--- src/rtl/sa_pkg.sv ---
// Shared types and default sizing for the systolic-array sequencer.
package sa_pkg;

    localparam int SA_N      = 4;
    localparam int SA_K_W    = 8;
    localparam int ROW_W     = $clog2(SA_N);
    localparam int DRAIN_CYC = 2 * SA_N;

    typedef enum logic [2:0] {
        ST_IDLE    = 3'd0,
        ST_CLEAR   = 3'd1,
        ST_FEED    = 3'd2,
        ST_DRAIN   = 3'd3,
        ST_READOUT = 3'd4,
        ST_DONE    = 3'd5
    } sa_state_e;

endpackage

--- src/rtl/sa_ctrl_if.sv ---
// Job-control / array-side signal bundle for sa_ctrl; slave = sequencer side.
// Carries I_ACC only when SA_CTRL_ACC_EN is defined.
interface sa_ctrl_if #(
    parameter int N   = 4,
    parameter int K_W = 8
);
    logic                   I_START;
    logic [K_W-1:0]         I_K;
    logic                   I_OUT_RDY;
`ifdef SA_CTRL_ACC_EN
    logic                   I_ACC;
`endif
    logic                   O_BUSY;
    logic                   O_DONE;
    logic                   O_PE_CLR;
    logic                   O_RD_EN;
    logic [K_W-1:0]         O_RD_ADDR;
    logic [N-1:0]           O_LANE_VLD;
    logic                   O_OUT_VLD;
    logic [$clog2(N)-1:0]   O_OUT_ROW;

    modport slave (
        input  I_START, I_K, I_OUT_RDY,
`ifdef SA_CTRL_ACC_EN
        input  I_ACC,
`endif
        output O_BUSY, O_DONE, O_PE_CLR, O_RD_EN, O_RD_ADDR,
        output O_LANE_VLD, O_OUT_VLD, O_OUT_ROW
    );

    modport master (
        output I_START, I_K, I_OUT_RDY,
`ifdef SA_CTRL_ACC_EN
        output I_ACC,
`endif
        input  O_BUSY, O_DONE, O_PE_CLR, O_RD_EN, O_RD_ADDR,
        input  O_LANE_VLD, O_OUT_VLD, O_OUT_ROW
    );
endinterface

--- src/rtl/sa_vld_skew.sv ---
// Delay line turning the shared read enable into per-lane skewed valids:
// o_lane[i] is i_in delayed by RD_LAT + i cycles.
module sa_vld_skew #(
    parameter int N      = 4,
    parameter int RD_LAT = 1
) (
    input  logic         I_CLK,
    input  logic         I_SYNC_RST,
    input  logic         i_in,
    output logic [N-1:0] o_lane
);
    localparam int LEN = RD_LAT + N - 1;

    logic [LEN-1:0] r_sh;

    always_ff @(posedge I_CLK) begin
        if (I_SYNC_RST) begin
            r_sh <= '0;
        end else begin
            r_sh <= {r_sh[LEN-2:0], i_in};
        end
    end

    assign o_lane = r_sh[LEN-1:RD_LAT-1];
endmodule

--- src/rtl/sa_ctrl.sv ---
// Systolic-array job sequencer: clear, operand feed, drain, row readout, done.
// SA_CTRL_ACC_EN adds I_ACC, which skips the accumulator clear for K-tiling.
module sa_ctrl
    import sa_pkg::*;
#(
    parameter int N      = SA_N,
    parameter int K_W    = SA_K_W,
    parameter int RD_LAT = 1
) (
    input  logic      I_CLK,
    input  logic      I_SYNC_RST,
    sa_ctrl_if.slave  io
);
    localparam int L_ROW_W = $clog2(N);
    localparam int L_DR_W  = $clog2(2 * N);
    localparam logic [L_DR_W-1:0]  DR_LAST  = L_DR_W'(2 * N - 1);
    localparam logic [L_ROW_W-1:0] ROW_LAST = L_ROW_W'(N - 1);

    sa_state_e            r_state;
    logic [K_W-1:0]       r_klen;
    logic [K_W-1:0]       r_cnt;
    logic [L_DR_W-1:0]    r_drain;
    logic [L_ROW_W-1:0]   r_row;

    logic                 w_feed;
    logic                 w_readout;
    logic                 w_skip_clr;
    logic [N-1:0]         w_lane;

`ifdef SA_CTRL_ACC_EN
    assign w_skip_clr = io.I_ACC;
`else
    assign w_skip_clr = 1'b0;
`endif

    always_ff @(posedge I_CLK) begin
        if (I_SYNC_RST) begin
            r_state <= ST_IDLE;
            r_klen  <= '0;
            r_cnt   <= '0;
            r_drain <= '0;
            r_row   <= '0;
        end else begin
            case (r_state)
                ST_IDLE: begin
                    if (io.I_START) begin
                        r_cnt <= '0;
                        if (io.I_K == '0) begin
                            r_state <= ST_DONE;
                        end else begin
                            r_klen  <= io.I_K;
                            r_state <= w_skip_clr ? ST_FEED : ST_CLEAR;
                        end
                    end
                end
                ST_CLEAR: r_state <= ST_FEED;
                ST_FEED: begin
                    if (r_cnt == r_klen - K_W'(1)) begin
                        r_cnt   <= '0;
                        r_drain <= '0;
                        r_state <= ST_DRAIN;
                    end else begin
                        r_cnt <= r_cnt + K_W'(1);
                    end
                end
                // Long enough for read latency, edge skew, PE hops to the far corner and one accumulate.
                ST_DRAIN: begin
                    if (r_drain == DR_LAST) begin
                        r_drain <= '0;
                        r_row   <= '0;
                        r_state <= ST_READOUT;
                    end else begin
                        r_drain <= r_drain + L_DR_W'(1);
                    end
                end
                ST_READOUT: begin
                    if (io.I_OUT_RDY) begin
                        if (r_row == ROW_LAST) begin
                            r_row   <= '0;
                            r_state <= ST_DONE;
                        end else begin
                            r_row <= r_row + L_ROW_W'(1);
                        end
                    end
                end
                ST_DONE: r_state <= ST_IDLE;
                default: r_state <= ST_IDLE;
            endcase
        end
    end

    assign w_feed    = (r_state == ST_FEED);
    assign w_readout = (r_state == ST_READOUT);

    sa_vld_skew #(
        .N      (N),
        .RD_LAT (RD_LAT)
    ) u_skew (
        .I_CLK      (I_CLK),
        .I_SYNC_RST (I_SYNC_RST),
        .i_in       (w_feed),
        .o_lane     (w_lane)
    );

    assign io.O_BUSY     = (r_state != ST_IDLE);
    assign io.O_DONE     = (r_state == ST_DONE);
    assign io.O_PE_CLR   = (r_state == ST_CLEAR);
    assign io.O_RD_EN    = w_feed;
    assign io.O_RD_ADDR  = w_feed ? r_cnt : '0;
    assign io.O_LANE_VLD = w_lane;
    assign io.O_OUT_VLD  = w_readout;
    assign io.O_OUT_ROW  = w_readout ? r_row : '0;
endmodule

--- src/flat_wrapper.sv ---
// flat-port wrapper written by rule: the top's interface ports become plain ports
module sa_ctrl_flat import sa_pkg::*;
#(
    parameter int N      = SA_N,
    parameter int K_W    = SA_K_W,
    parameter int RD_LAT = 1
)
  (I_CLK, I_SYNC_RST, io_I_START, io_I_K, io_I_OUT_RDY, io_O_BUSY, io_O_DONE, io_O_PE_CLR, io_O_RD_EN, io_O_RD_ADDR, io_O_LANE_VLD, io_O_OUT_VLD, io_O_OUT_ROW);
  sa_ctrl_if #(.N(N), .K_W(K_W)) io_i ();
  input  logic I_CLK;
  input  logic I_SYNC_RST;
  input wire logic [$bits(io_i.I_START)-1:0] io_I_START;
  input wire logic [$bits(io_i.I_K)-1:0] io_I_K;
  input wire logic [$bits(io_i.I_OUT_RDY)-1:0] io_I_OUT_RDY;
  output wire logic [$bits(io_i.O_BUSY)-1:0] io_O_BUSY;
  output wire logic [$bits(io_i.O_DONE)-1:0] io_O_DONE;
  output wire logic [$bits(io_i.O_PE_CLR)-1:0] io_O_PE_CLR;
  output wire logic [$bits(io_i.O_RD_EN)-1:0] io_O_RD_EN;
  output wire logic [$bits(io_i.O_RD_ADDR)-1:0] io_O_RD_ADDR;
  output wire logic [$bits(io_i.O_LANE_VLD)-1:0] io_O_LANE_VLD;
  output wire logic [$bits(io_i.O_OUT_VLD)-1:0] io_O_OUT_VLD;
  output wire logic [$bits(io_i.O_OUT_ROW)-1:0] io_O_OUT_ROW;
  assign io_i.I_START = io_I_START;
  assign io_i.I_K = io_I_K;
  assign io_i.I_OUT_RDY = io_I_OUT_RDY;
  assign io_O_BUSY = io_i.O_BUSY;
  assign io_O_DONE = io_i.O_DONE;
  assign io_O_PE_CLR = io_i.O_PE_CLR;
  assign io_O_RD_EN = io_i.O_RD_EN;
  assign io_O_RD_ADDR = io_i.O_RD_ADDR;
  assign io_O_LANE_VLD = io_i.O_LANE_VLD;
  assign io_O_OUT_VLD = io_i.O_OUT_VLD;
  assign io_O_OUT_ROW = io_i.O_OUT_ROW;
  sa_ctrl #(.N(N), .K_W(K_W), .RD_LAT(RD_LAT)) u_core (.I_CLK(I_CLK), .I_SYNC_RST(I_SYNC_RST), .io(io_i));
endmodule
--- config.mk ---
export PLATFORM = sky130hd
export DESIGN_NAME = sa_ctrl_flat
export DESIGN_NICKNAME = d
export VERILOG_FILES = /design/src/rtl/sa_pkg.sv /design/src/rtl/sa_ctrl_if.sv /design/src/rtl/sa_vld_skew.sv /design/src/rtl/sa_ctrl.sv /design/src/flat_wrapper.sv
export SDC_FILE = /design/constraint.sdc
export NUM_CORES = 1
export LEC_CHECK = 0
export BUFFER_PORTS_ARGS = -buffer_cell sky130_fd_sc_hd__buf_2
export CORE_UTILIZATION = 55
export DETAILED_ROUTE_END_ITERATION = 8
export PLACE_DENSITY_LB_ADDON = 0.12
export SLEW_MARGIN = 30
export SYNTH_ARGS = -nofsm -noshare
export SYNTH_HDL_FRONTEND = slang
export SYNTH_SLANG_ARGS = --single-unit
--- constraint.sdc ---
create_clock -name I_CLK -period 2.7 [get_ports I_CLK]
set_clock_uncertainty 0.15 [all_clocks]
set_input_delay 0.405 -clock I_CLK [delete_from_list [all_inputs] [get_ports I_CLK]]
set_output_delay 0.405 -clock I_CLK [all_outputs]
set_load 0.03 [all_outputs]
==> summary.txt <==
Setup path
  – Arrival @ worst endpoint: ~1800 ps
  – Reg2Reg Launch Point: u_core.r_klen[0]$_SDFFE_PP0P_
  – Worst Setup EP: io_O_RD_ADDR[5]
  – R2r setup slk: a little under 400 ps
  – Worst Setup Start Kind: register
  – WP data required: between 2000 and 2500 ps
  – Reg2reg end: u_core.r_cnt[6]$_SDFFE_PP0P_
  – Critical path capture point type: output port
  – Critical path fanouts, max: 11
  – Crit path kind: register to output port
  – Crit path from: u_core.r_state[1]$_SDFFE_PP0P_
  – R2R cell count: 8

Floorplanning
  – Die X: 57.6 um
  – Die ar.: between 3000 and 4000 sq um
  – Num ports: 31
  – Core area: between 2000 and 3000 sq um
  – Row count: 19
  – Die Ht: 57.6 um
  – Initial Util: between 50% and 60%

STA
  – Minimum clock period: approximately 2300 ps
  – Period utilization: between 80 and 90%
  – Worst-Margin Slew: 778 ps
  – Final hold violations: 0
  – Unrepaired setup endpoints after global routing: no
  – Max-slew violation count: 0
  – Slew HR: 47.7%
  – Max Fclk: 426 MHz
  – Final setup vio count: 0
  – Sum of negative setup slack: 0 ps

Logic synthesis
  – Synthesized Nets: between 200 and 250
  – Synth cell types: 47
  – Async S/R FF share, synth: 0%
  – Post-synth EDFFs: 0
  – Yosys Warn Count: 0
  – Mean Syn Cell Area: ~8.6 sq um
  – Synthesized instance count: just under 200
  – Primary FF master, synth: dfxtp_1
  – Synth Register Bits: 28
  – Mapped Area: ~1700 sq um
  – Sequential area share after synthesis: around a third

Place
  – DP Wirelength: 2620 um
  – PortBufs: 30
  – Placed Instances: 251
  – GP Congestion: 0.923
  – Placed cell areas: 1850 sq um

Global route
  – Initial antenna violation count: 0
  – First-pass GRT wire length: around 6100 um
  – Pin count of the biggest net entering global routing: 22
  – Gr ovfl total: 0
  – Vias in the first global route: 1422
  – GRT Total Usage: around a quarter

Routing
  – Drt first-iter violations: between 150 and 200
  – TritonRoute pass-1 iters: 6
  – Vias per cell: roughly 5.9
  – Via count: about 1500
  – Final wirelength: around 3500 um
  – Routed wire per std cell: roughly 14 um
  – Post-route DRC: 3
  – ANT nets after route: 0

Power
  – Power per cell area: around 500 nW/um^2
  – Worst VDD drop: around 0.34 mV
  – Leak: between 0.8 and 0.9 nW

Worst hold path
  – Hold crit path type: primary input to register

Clock tree
  – H-tree levels: 1
  – Post-CTS Hold Buffers: 0
  – Worst-Skew Late Latency: between 300 and 400 ps
  – Clk buf depth: 2
  – Root Driver: clkbuf_4
  – Total CTS buffers: 3
  – TritonCTS clock tree: built
  – Reg clk slew, reported paths: approximately 150 ps
  – Clock sink count: 28
  – # Post-CTS Setup Buffers: 0
  – CTS resizes: 0

Status
  – Failing checks: design-rule violations
  – Status: finished with violations

Run
  – Max-cap viol count: 0

Finish
  – ANT cells: 0
  – Layout Cells excl Fill: ~260
  – Layout cells sized above 1: between 20% and 30%
  – Finished layout cell area: roughly 1900 sq um
  – Layout area overhead: 11.5%
  – Final nets: approximately 240
  – Multi-input gate area: approximately 1000 sq um
  – FILL cells: 252
  – Seq. cell area: 561 sq um
-- critical path: stages, from the launching register on --
cell	delay (ps)
dfxtp_1	530
nor3b_2	500
and2_1	220
buf_2	200
-- cell families (layout without fill, tap and decap cells) --
logic type               after synthesis  count (layout)  share of synthesized area [%]
AO/OA/AOI/OAI                         42              42                           19.4
XOR/XNOR                              12              12                           6.17
adder cells (fa/ha/maj)                5               5                           3.67
buffers and inverters                 23              48                           5.73
flip-flops                            28              28                           32.9
multiplexers                          10              10                           5.88
AND/OR/NAND/NOR                       79              79                           26.2
-- cells in the mapped netlist (6+ instances only) --
library cell  number  area share (%)
dfxtp_1           28              33
nor2_1            21             4.6
inv_1             14             3.1
nand2_1           12             2.6
o21ai_0           11             3.2
mux2i_1           10             5.9
and2_1             9             3.3
and3_1             6             2.2
xnor2_1            6             3.1
xor2_1             6             3.1
-- how the worst min path moves through the flow --
stage	from	end	slack, ps	cells after the start
after global routing	io_I_K[5]	u_core.r_klen[5]$_SDFFE_PP0P_	170	3
after detailed placement	u_core.u_skew.o_lane[1]$_SDFF_PP0_	u_core.u_skew.o_lane[2]$_SDFF_PP0_	300	1
after CTS	io_I_K[2]	u_core.r_klen[2]$_SDFFE_PP0P_	150	3
final	io_I_K[2]	u_core.r_klen[2]$_SDFFE_PP0P_	150	3
after floorplan	u_core.r_drain[1]$_SDFFE_PP0P_	u_core.r_drain[1]$_SDFFE_PP0P_	310	2
after global placement	u_core.u_skew.o_lane[0]$_SDFF_PP0_	u_core.u_skew.o_lane[1]$_SDFF_PP0_	290	1
-- area by class of cell --
class / instances / share of cell area, %
Sequential cell: 28 / 29.5
Clock inverter: 1 / 1.58
Multi-Input combinational cell: 148 / 55.0
Tap cell: 31 / 2.04
Inverter: 14 / 2.77
Timing Repair Buffer: 30 / 7.91
Clock buffer: 3 / 1.19
-- through the flow --
stage | hold WS (ps) | setup slack (ps) | power, mW | utilization, %
floorplan | 310 | 650 | 0.630 | -
global placement | 287 | 509 | 0.666 | 64.7
detailed placement | 301 | 434 | 0.673 | 64.7
CTS | 148 | 356 | 0.951 | 66.6
global route | 166 | 206 | 0.992 | 66.6
finish | 149 | 353 | 0.948 | 66.6
-- placed cells by master (no fill, tap or decap), types with 4 or more instances in the layout --
master and instances:
buf_2 30, dfxtp_1 28, nor2_1 21, inv_1 14
nand2_1 12, o21ai_0 11, mux2i_1 10, and2_1 9
and3_1 6, xnor2_1 6, xor2_1 6, nor2b_1 5
a21oi_1 5, ha_1 5, a31oi_1 4, a21o_1 4
nand3_1 4, nor4_1 4
-- sequential cells by signal (all words and copies together) (netlist names) --
signal and flops:
u_core.r_state 3, u_core.u_skew.o_lane 4, u_core.r_row 2, u_core.r_cnt 8, u_core.r_drain 3, u_core.r_klen 8
-- routing by layer --
metal	vias up	track usage [%]	routed length [um]
met4	0	13.9	83
met1	696	30.7	1620
li1	750	-	-
met3	7	3.35	160
met2	41	37.4	1650
met5	-	0	0
-- report_power, final --
part	total (mW)	internal (mW)	switching [mW]	leakage [nW]
clock	0.281	0.150	0.131	0.0279
sequential	0.465	0.433	0.0316	0.228
combinational	0.201	0.0847	0.117	0.612
total	0.948	0.668	0.279	0.868
(Power assumes the default switching activity.)
